[src/rtl/load_store_unit.sv]
// Load/store unit: turns byte/half/word CPU accesses into word-wide data-memory
// cycles, with read-modify-write for sub-word stores and load extension.
module load_store_unit (
    input  logic        clk,
    input  logic        reset,
    input  logic        req_valid,
    output logic        req_ready,
    input  logic        req_store,
    input  logic [1:0]  req_size,
    input  logic        req_unsigned,
    input  logic [31:0] req_addr,
    input  logic [31:0] req_wdata,
    output logic        resp_valid,
    output logic [31:0] resp_rdata,
    output logic        resp_misaligned,
    output logic        mem_store,
    output logic [31:0] mem_addr,
    output logic [31:0] mem_wdata,
    input  logic [31:0] mem_rdata
);

    typedef enum logic [1:0] {IDLE, READ, WRITE, RESP} state_t;

    state_t      state_q, state_d;
    logic        store_q, store_d;
    logic [1:0]  size_q, size_d;
    logic        unsigned_q, unsigned_d;
    logic [31:0] addr_q, addr_d;
    logic [31:0] wdata_q, wdata_d;
    logic        misaligned_q, misaligned_d;
    logic [31:0] resp_rdata_q, resp_rdata_d;
    logic [31:0] mem_wdata_q, mem_wdata_d;

    logic [4:0]  lane_shift;
    logic [31:0] lane_mask;
    logic [31:0] lane_data;
    logic [31:0] shifted_rdata;
    logic [31:0] merged_word;
    logic [31:0] load_word;
    logic        req_misaligned;

    // Lane selection from the latched address: merge for stores, extract+extend for loads.
    always_comb begin
        lane_shift    = {addr_q[1:0], 3'b000};
        shifted_rdata = mem_rdata >> lane_shift;
        lane_mask     = 32'hFFFF_FFFF;
        lane_data     = wdata_q;
        load_word     = mem_rdata;
        case (size_q)
            2'b00: begin
                lane_mask = 32'h0000_00FF << lane_shift;
                lane_data = {4{wdata_q[7:0]}};
                load_word = unsigned_q ? {24'h0, shifted_rdata[7:0]}
                                       : {{24{shifted_rdata[7]}}, shifted_rdata[7:0]};
            end
            2'b01: begin
                lane_mask = 32'h0000_FFFF << lane_shift;
                lane_data = {2{wdata_q[15:0]}};
                load_word = unsigned_q ? {16'h0, shifted_rdata[15:0]}
                                       : {{16{shifted_rdata[15]}}, shifted_rdata[15:0]};
            end
            default: ;
        endcase
        merged_word = (mem_rdata & ~lane_mask) | (lane_data & lane_mask);
    end

    always_comb begin
        case (req_size)
            2'b00:   req_misaligned = 1'b0;
            2'b01:   req_misaligned = req_addr[0];
            2'b10:   req_misaligned = (req_addr[1:0] != 2'b00);
            default: req_misaligned = 1'b1;
        endcase
    end

    always_comb begin
        state_d      = state_q;
        store_d      = store_q;
        size_d       = size_q;
        unsigned_d   = unsigned_q;
        addr_d       = addr_q;
        wdata_d      = wdata_q;
        misaligned_d = misaligned_q;
        resp_rdata_d = resp_rdata_q;
        mem_wdata_d  = mem_wdata_q;
        case (state_q)
            IDLE: begin
                if (req_valid) begin
                    store_d      = req_store;
                    size_d       = req_size;
                    unsigned_d   = req_unsigned;
                    addr_d       = req_addr;
                    wdata_d      = req_wdata;
                    misaligned_d = req_misaligned;
                    if (req_misaligned) begin
                        state_d = RESP;
                    end else if (req_store && req_size == 2'b10) begin
                        mem_wdata_d = req_wdata;
                        state_d     = WRITE;
                    end else begin
                        state_d = READ;
                    end
                end
            end
            READ: begin
                if (store_q) begin
                    mem_wdata_d = merged_word;
                    state_d     = WRITE;
                end else begin
                    resp_rdata_d = load_word;
                    state_d      = RESP;
                end
            end
            WRITE:   state_d = RESP;
            default: state_d = IDLE;
        endcase
    end

    always_ff @(posedge clk) begin
        if (!reset) begin
            state_q      <= IDLE;
            store_q      <= 1'b0;
            size_q       <= 2'b00;
            unsigned_q   <= 1'b0;
            addr_q       <= 32'h0;
            wdata_q      <= 32'h0;
            misaligned_q <= 1'b0;
            resp_rdata_q <= 32'h0;
            mem_wdata_q  <= 32'h0;
        end else begin
            state_q      <= state_d;
            store_q      <= store_d;
            size_q       <= size_d;
            unsigned_q   <= unsigned_d;
            addr_q       <= addr_d;
            wdata_q      <= wdata_d;
            misaligned_q <= misaligned_d;
            resp_rdata_q <= resp_rdata_d;
            mem_wdata_q  <= mem_wdata_d;
        end
    end

    assign req_ready       = (state_q == IDLE);
    assign resp_valid      = (state_q == RESP);
    assign resp_misaligned = (state_q == RESP) && misaligned_q;
    assign resp_rdata      = resp_rdata_q;
    assign mem_store       = (state_q == WRITE);
    assign mem_addr        = {2'b00, addr_q[31:2]};
    assign mem_wdata       = mem_wdata_q;

endmodule

[config.mk]
export PLATFORM = sky130hd
export DESIGN_NAME = load_store_unit
export DESIGN_NICKNAME = d
export VERILOG_FILES = /design/src/rtl/load_store_unit.sv
export SDC_FILE = /design/constraint.sdc
export NUM_CORES = 1
export LEC_CHECK = 0
export ABC_AREA = 0
export CAP_MARGIN = 25
export CORE_MARGIN = 3
export CORE_UTILIZATION = 43
export DETAILED_ROUTE_END_ITERATION = 16
export GPL_TIMING_DRIVEN = 0
export PLACE_DENSITY_LB_ADDON = 0.08
export SLEW_MARGIN = 20
export SYNTH_ARGS = -nofsm -noshare
export SYNTH_HDL_FRONTEND = slang
export SYNTH_SLANG_ARGS = --single-unit
[constraint.sdc]
create_clock -name clk -period 2.1 [get_ports clk]
set_clock_uncertainty 0.1 [all_clocks]
set_input_delay 0.42 -clock clk [delete_from_list [all_inputs] [get_ports clk]]
set_output_delay 0.42 -clock clk [all_outputs]
set_load 0.005 [all_outputs]
* Word-level counts from Yosys, hierarchy flattened
Index checks and enable logic that the tools add are counted.
** Storage, ports and cells
- Register bits after elaboration :: 135
- Bits in latches :: 0
- Memory bits (writable) :: 0
- Memory bits (read-only) :: 0
- Output and inout bits :: 100
- Word-level logic and storage cells :: 53
- Memories kept :: 0
** Operators by class
- Add/subtract/negate cells :: 0
- Multiply operators :: 0
- Divide/modulo/power cells :: 0
- $lt $le $gt $ge :: 0
- Equality and inequality tests :: 10
- Shifts and indexed selects :: 3
- Multiplexer cells :: 16
- Bitwise gates (word level) :: 5
- Reduce and logical (&&, ||, !) cells :: 10
** Operators with widths (count)
- 32-bit case mux with 2 select lines :: 4
- 32-bit 2-to-1 mux :: 6
- 32-bit AND :: 2
- 32-bit NOT :: 1
- 32-bit OR :: 1
- 16-bit by 5-bit << shifter with 32-bit output (first input constant) :: 1
- 8-bit by 5-bit << shifter with 32-bit output (first input constant) :: 1
- 32-bit by 5-bit right shift with 16-bit output :: 1
- 2-bit by 1-bit == test with 1-bit output (second input constant) :: 3
- 2-bit == test (second input constant) :: 3
- 2-bit logical NOT :: 3
- 2-bit 2-to-1 mux :: 3
- 2-bit != test (second input constant) :: 3
- 2-bit case mux with 3 select lines :: 1
- 5-bit AND reduction :: 1
- 2-bit AND reduction :: 2
- 2-bit nonzero test :: 2
- 1-bit case mux with 3 select lines :: 1
- 1-bit logical AND :: 2
- 2-bit by 1-bit != test with 1-bit output (second input constant) :: 1
- 1-bit 2-to-1 mux :: 1
- 1-bit NOT :: 1

* Longest topological paths before layout
- Word-level depth :: 7
- Mapped depth :: 9
- Gate-level depth less buffers :: 6

* Worst setup path before layout
Ideal clock, no wire load.
- Path type :: register to register
- Start :: register state_q[0]
- End :: register mem_wdata_q[16] (netlist: mem_wdata[16])
- Arrival time :: 1.821 ns
- Required time :: 1.881 ns
- Path slack :: 0.060 ns
- Cell stages (with the launch flop) :: 10
- Buffers on the path :: 3
- Path through :: dfxtp_1 inv_1 ha_1 buf_2 nand2b_1 clkbuf_1 or3_1 clkbuf_1 o22a_1 o221a_2
** On the way
- Longest elaborated chain between the ends :: 3
- Elaborated cells on any way between the ends :: 9
- Classes of those cells :: eq/ne: 5; mux: 1; reduce/logical: 3
** RTL lines
- start, declared :: line 24 : state_t state_q, state_d;
- start signal, assigned :: line 131 : state_q <= state_d;
- 2-bit logical NOT (*)
- via req_ready :: line 7 : output logic req_ready,
- 2-bit by 1-bit != test with 1-bit output (no line) (tied with other cells)
- 5-bit AND reduction (no line)
- end signal, assigned :: line 139 : mem_wdata_q <= mem_wdata_d;
- end, declared :: line 32 : logic [31:0] mem_wdata_q, mem_wdata_d;
The timed path passes the listed nets; every way through them passes the cells marked *.
A chain may end at the register's enable or synchronous reset.

* Worst setup path in the final report
- Start :: register state_q[1]
- End :: output port resp_misaligned
** On the way
- Longest elaborated chain between the ends :: 2
** RTL lines
- 2-bit == test :: line 145 : assign resp_misaligned = (state_q == RESP) && misaligned_q;
- 1-bit logical AND :: line 145
- end, declared :: line 15 : output logic resp_misaligned,
No other way between the ends.

==> reports/results.tsv <==
metric	value	unit
outcome	finished, violations left	
violations	negative setup slack	
setup_viol	1	
die_x	132	um
leakage	3.75	nW
cp_top_family	buffers and inverters	
cts_num_sinks	135	
irDropWorstVdd	0.753	mV
worstPathMaxFanout	4	
gp_congestion	0.982	
yosysWarnings	0	
grt_max_degree	17	
ff_latch_area	2710	um^2
drtIter0Drc	748	
maxSlewHeadroom	0.574	
io_pins	203	
critPathMaxStageDelay	0.49	ns
clk-insertion-delay-late	0.43	ns
grt_pass1_wl	37900	um
grt_overflow	0	
p_per_area	1220	nW/um^2
chipHeight	132	um
yosysUniqueCellTypes	53	
worst_path_max_delay_cell	clkdlybuf4s50_1	
syn-cell-area	6800	um^2
rsz0062_at_grt	true	
ant_nets	0	
initial_utilization	0.444	
drive_gt1_frac	0.142	
crit_chain	ha_2 > and2_1 > clkdlybuf4s50_1	
hold_path.class	primary input to register	
path_buf_inv	1	
track_usage	0.277	
critPathLaunchType	register	
multiInputGateArea	3510	um^2
synth-edff-count	0	
diodes	0	
nets	1170	
yosysSeqAreaShare	0.398	
synthFlopType	dfxtp_1	
core_area	15300	um^2
cts_max_path_buffers	2	
final_common_cell	clkdlybuf4s50_1	
clk_pin_slew_worst_paths	0.06	ns
critical_path_class	register to primary output	
dp_hpwl	18700	um
avgSynthCellArea	8.04	um^2
finish.utilization	0.641	
tightest_slew	0.639	ns
async_flop_share	0	
hold_violations	0	
routed-via-count	7214	
postSynthCellCount	845	
numCtsBuffers	17	
antenna_found_initial	0	
period_needed	2.13	ns
min_period_over_period	1.01	
tritoncts	yes	
grt_pass1_vias	6978	
power	12.0	mW
cts-root-buf	clkbuf_16	
numPortBuffers	199	
cts-htree-levels	4	
critPathCaptureType	primary output	
area.growth.synth_to_final	44.5	%
postPlaceCellArea	9050	um^2
worstPathArrival	1.61	ns
fillers	1413	
setup_slack	-0.0281	ns
cp.required	1.58	ns
drc	0	
final_cell_mix	clkdlybuf4s50_1 (192), nand2_1 (172), a21oi_1 (136), dfxtp_1 (133), o21ai_0 (43)	
drv_cap	0	
fin_area	9820	um^2
wl_per_cell	19.3	um
dieArea	17300	um^2
drt-total-wl	24800	um
fmax	470	MHz
ctsHoldBuffers	0	
firstDrtPassIters	6	
ys_seq_elements	135	
fp-row-count	45	
post_drt_via_cell_ratio	5.61	
report.final.slew_viol_count	0	
worst paths after layout:
| check | start | to | slack [ns] | cells after the start |
|---|---|---|---|---|
| worst min-delay path | req_store | store_q$_SDFFE_PN0P_ | 0.25 | 3 |
| worst max-delay path | state_q[1]$_SDFFE_PN0P_ | resp_misaligned | -0.03 | 3 |
| worst max register to register | state_q[1]$_SDFFE_PN0P_ | mem_wdata[0]$_SDFFE_PN0P_ | 0.08 | 8 |
| worst min register to register | addr_q[25]$_SDFFE_PN0P_ | addr_q[25]$_SDFFE_PN0P_ | 0.35 | 2 |
repair_timing:
action                                  4_1_cts  5_1_grt
gates resized for setup                      33       39
endpoints found under the setup margin       81       60
pin swaps                                     1        1
setup buffers                                 0        4
tightest hold or removal path, delay by kind of cell:
| family | cells | cell delay (ns) |
|---|---|---|
| and+or+nand+nor | 1 | 0.08 |
| AOI/OAI and AO/OA | 1 | 0.06 |
| buffers and inverters | 1 | 0.17 |
power by group:
group	leakage [nW]	total [mW]	switching (mW)	internal [mW]
Clock	0.281	3.02	1.25	1.78
Combinational	2.36	5.32	2.79	2.53
Sequential	1.11	3.67	0.426	3.24
Total	3.75	12.0	4.46	7.55
cells in the mapped netlist, drive strengths merged, types with 8 or more instances:
master	n	share of area
a21oi	137	0.10
mux2i	26	0.038
inv	36	0.020
buf	54	0.052
o2bb2ai	8	0.010
o21ai	45	0.033
nand2	173	0.096
a2bb2oi	10	0.013
o221a	16	0.027
a221oi	8	0.010
o311ai	8	0.010
o22a	8	0.010
nand3b	11	0.012
dfxtp	135	0.40
clkbuf	51	0.028
nor2	24	0.014
o2111ai	11	0.014
metrics by stage:
| step | hold WS [ns] | cells | setup WS (ns) | setup TNS [ns] |
|---|---|---|---|---|
| 2_1_floorplan | 0.327 | 846 | 0.0603 | 0 |
| 3_3_place_gp | 0.342 | 1256 | -0.804 | -34.60 |
| 3_5_place_dp | 0.347 | 1256 | -0.760 | -37.77 |
| 4_1_cts | 0.313 | 1286 | -0.0461 | -0.255 |
| 5_1_grt | 0.271 | 1287 | -0.0760 | -0.0994 |
| 6_report | 0.249 | 1287 | -0.0281 | -0.0281 |
layout make-up:
| class | count | share of cell area |
|---|---|---|
| clock buffers | 17 | 0.0433 |
| plain buffers | 100 | 0.0587 |
| repair buffers | 203 | 0.207 |
| clock inverters | 15 | 0.0173 |
| multi-input cells | 570 | 0.357 |
| flip-flops and latches | 135 | 0.275 |
| well taps | 211 | 0.0269 |
| inverters | 36 | 0.0138 |
kinds of logic after synthesis:
kind of cell	count (synthesis)	synth area share
compound gates	300	0.300
simple gates	235	0.149
buf+inv	141	0.0996
flops	135	0.398
mux	29	0.0466
fa+ha+maj	4	0.00737
other cells	1	0.000552
registers in the layout, summed over array words and instances (netlist names):
name / cells
store_q: 1
mem_wdata: 32
state_q: 2
addr_q: 32
unsigned_q: 1
size_q: 2
resp_rdata: 32
misaligned_q: 1
wdata_q: 32
metal layers:
metal  up-vias  share of wire  track usage
met1      3355           0.41        0.339
met5         -              0            0
met3        70          0.089       0.0735
met4         0          0.040        0.127
met2       364           0.46        0.457
li1       3425              -            -
No activity file was read; power rests on OpenSTA's default activity.
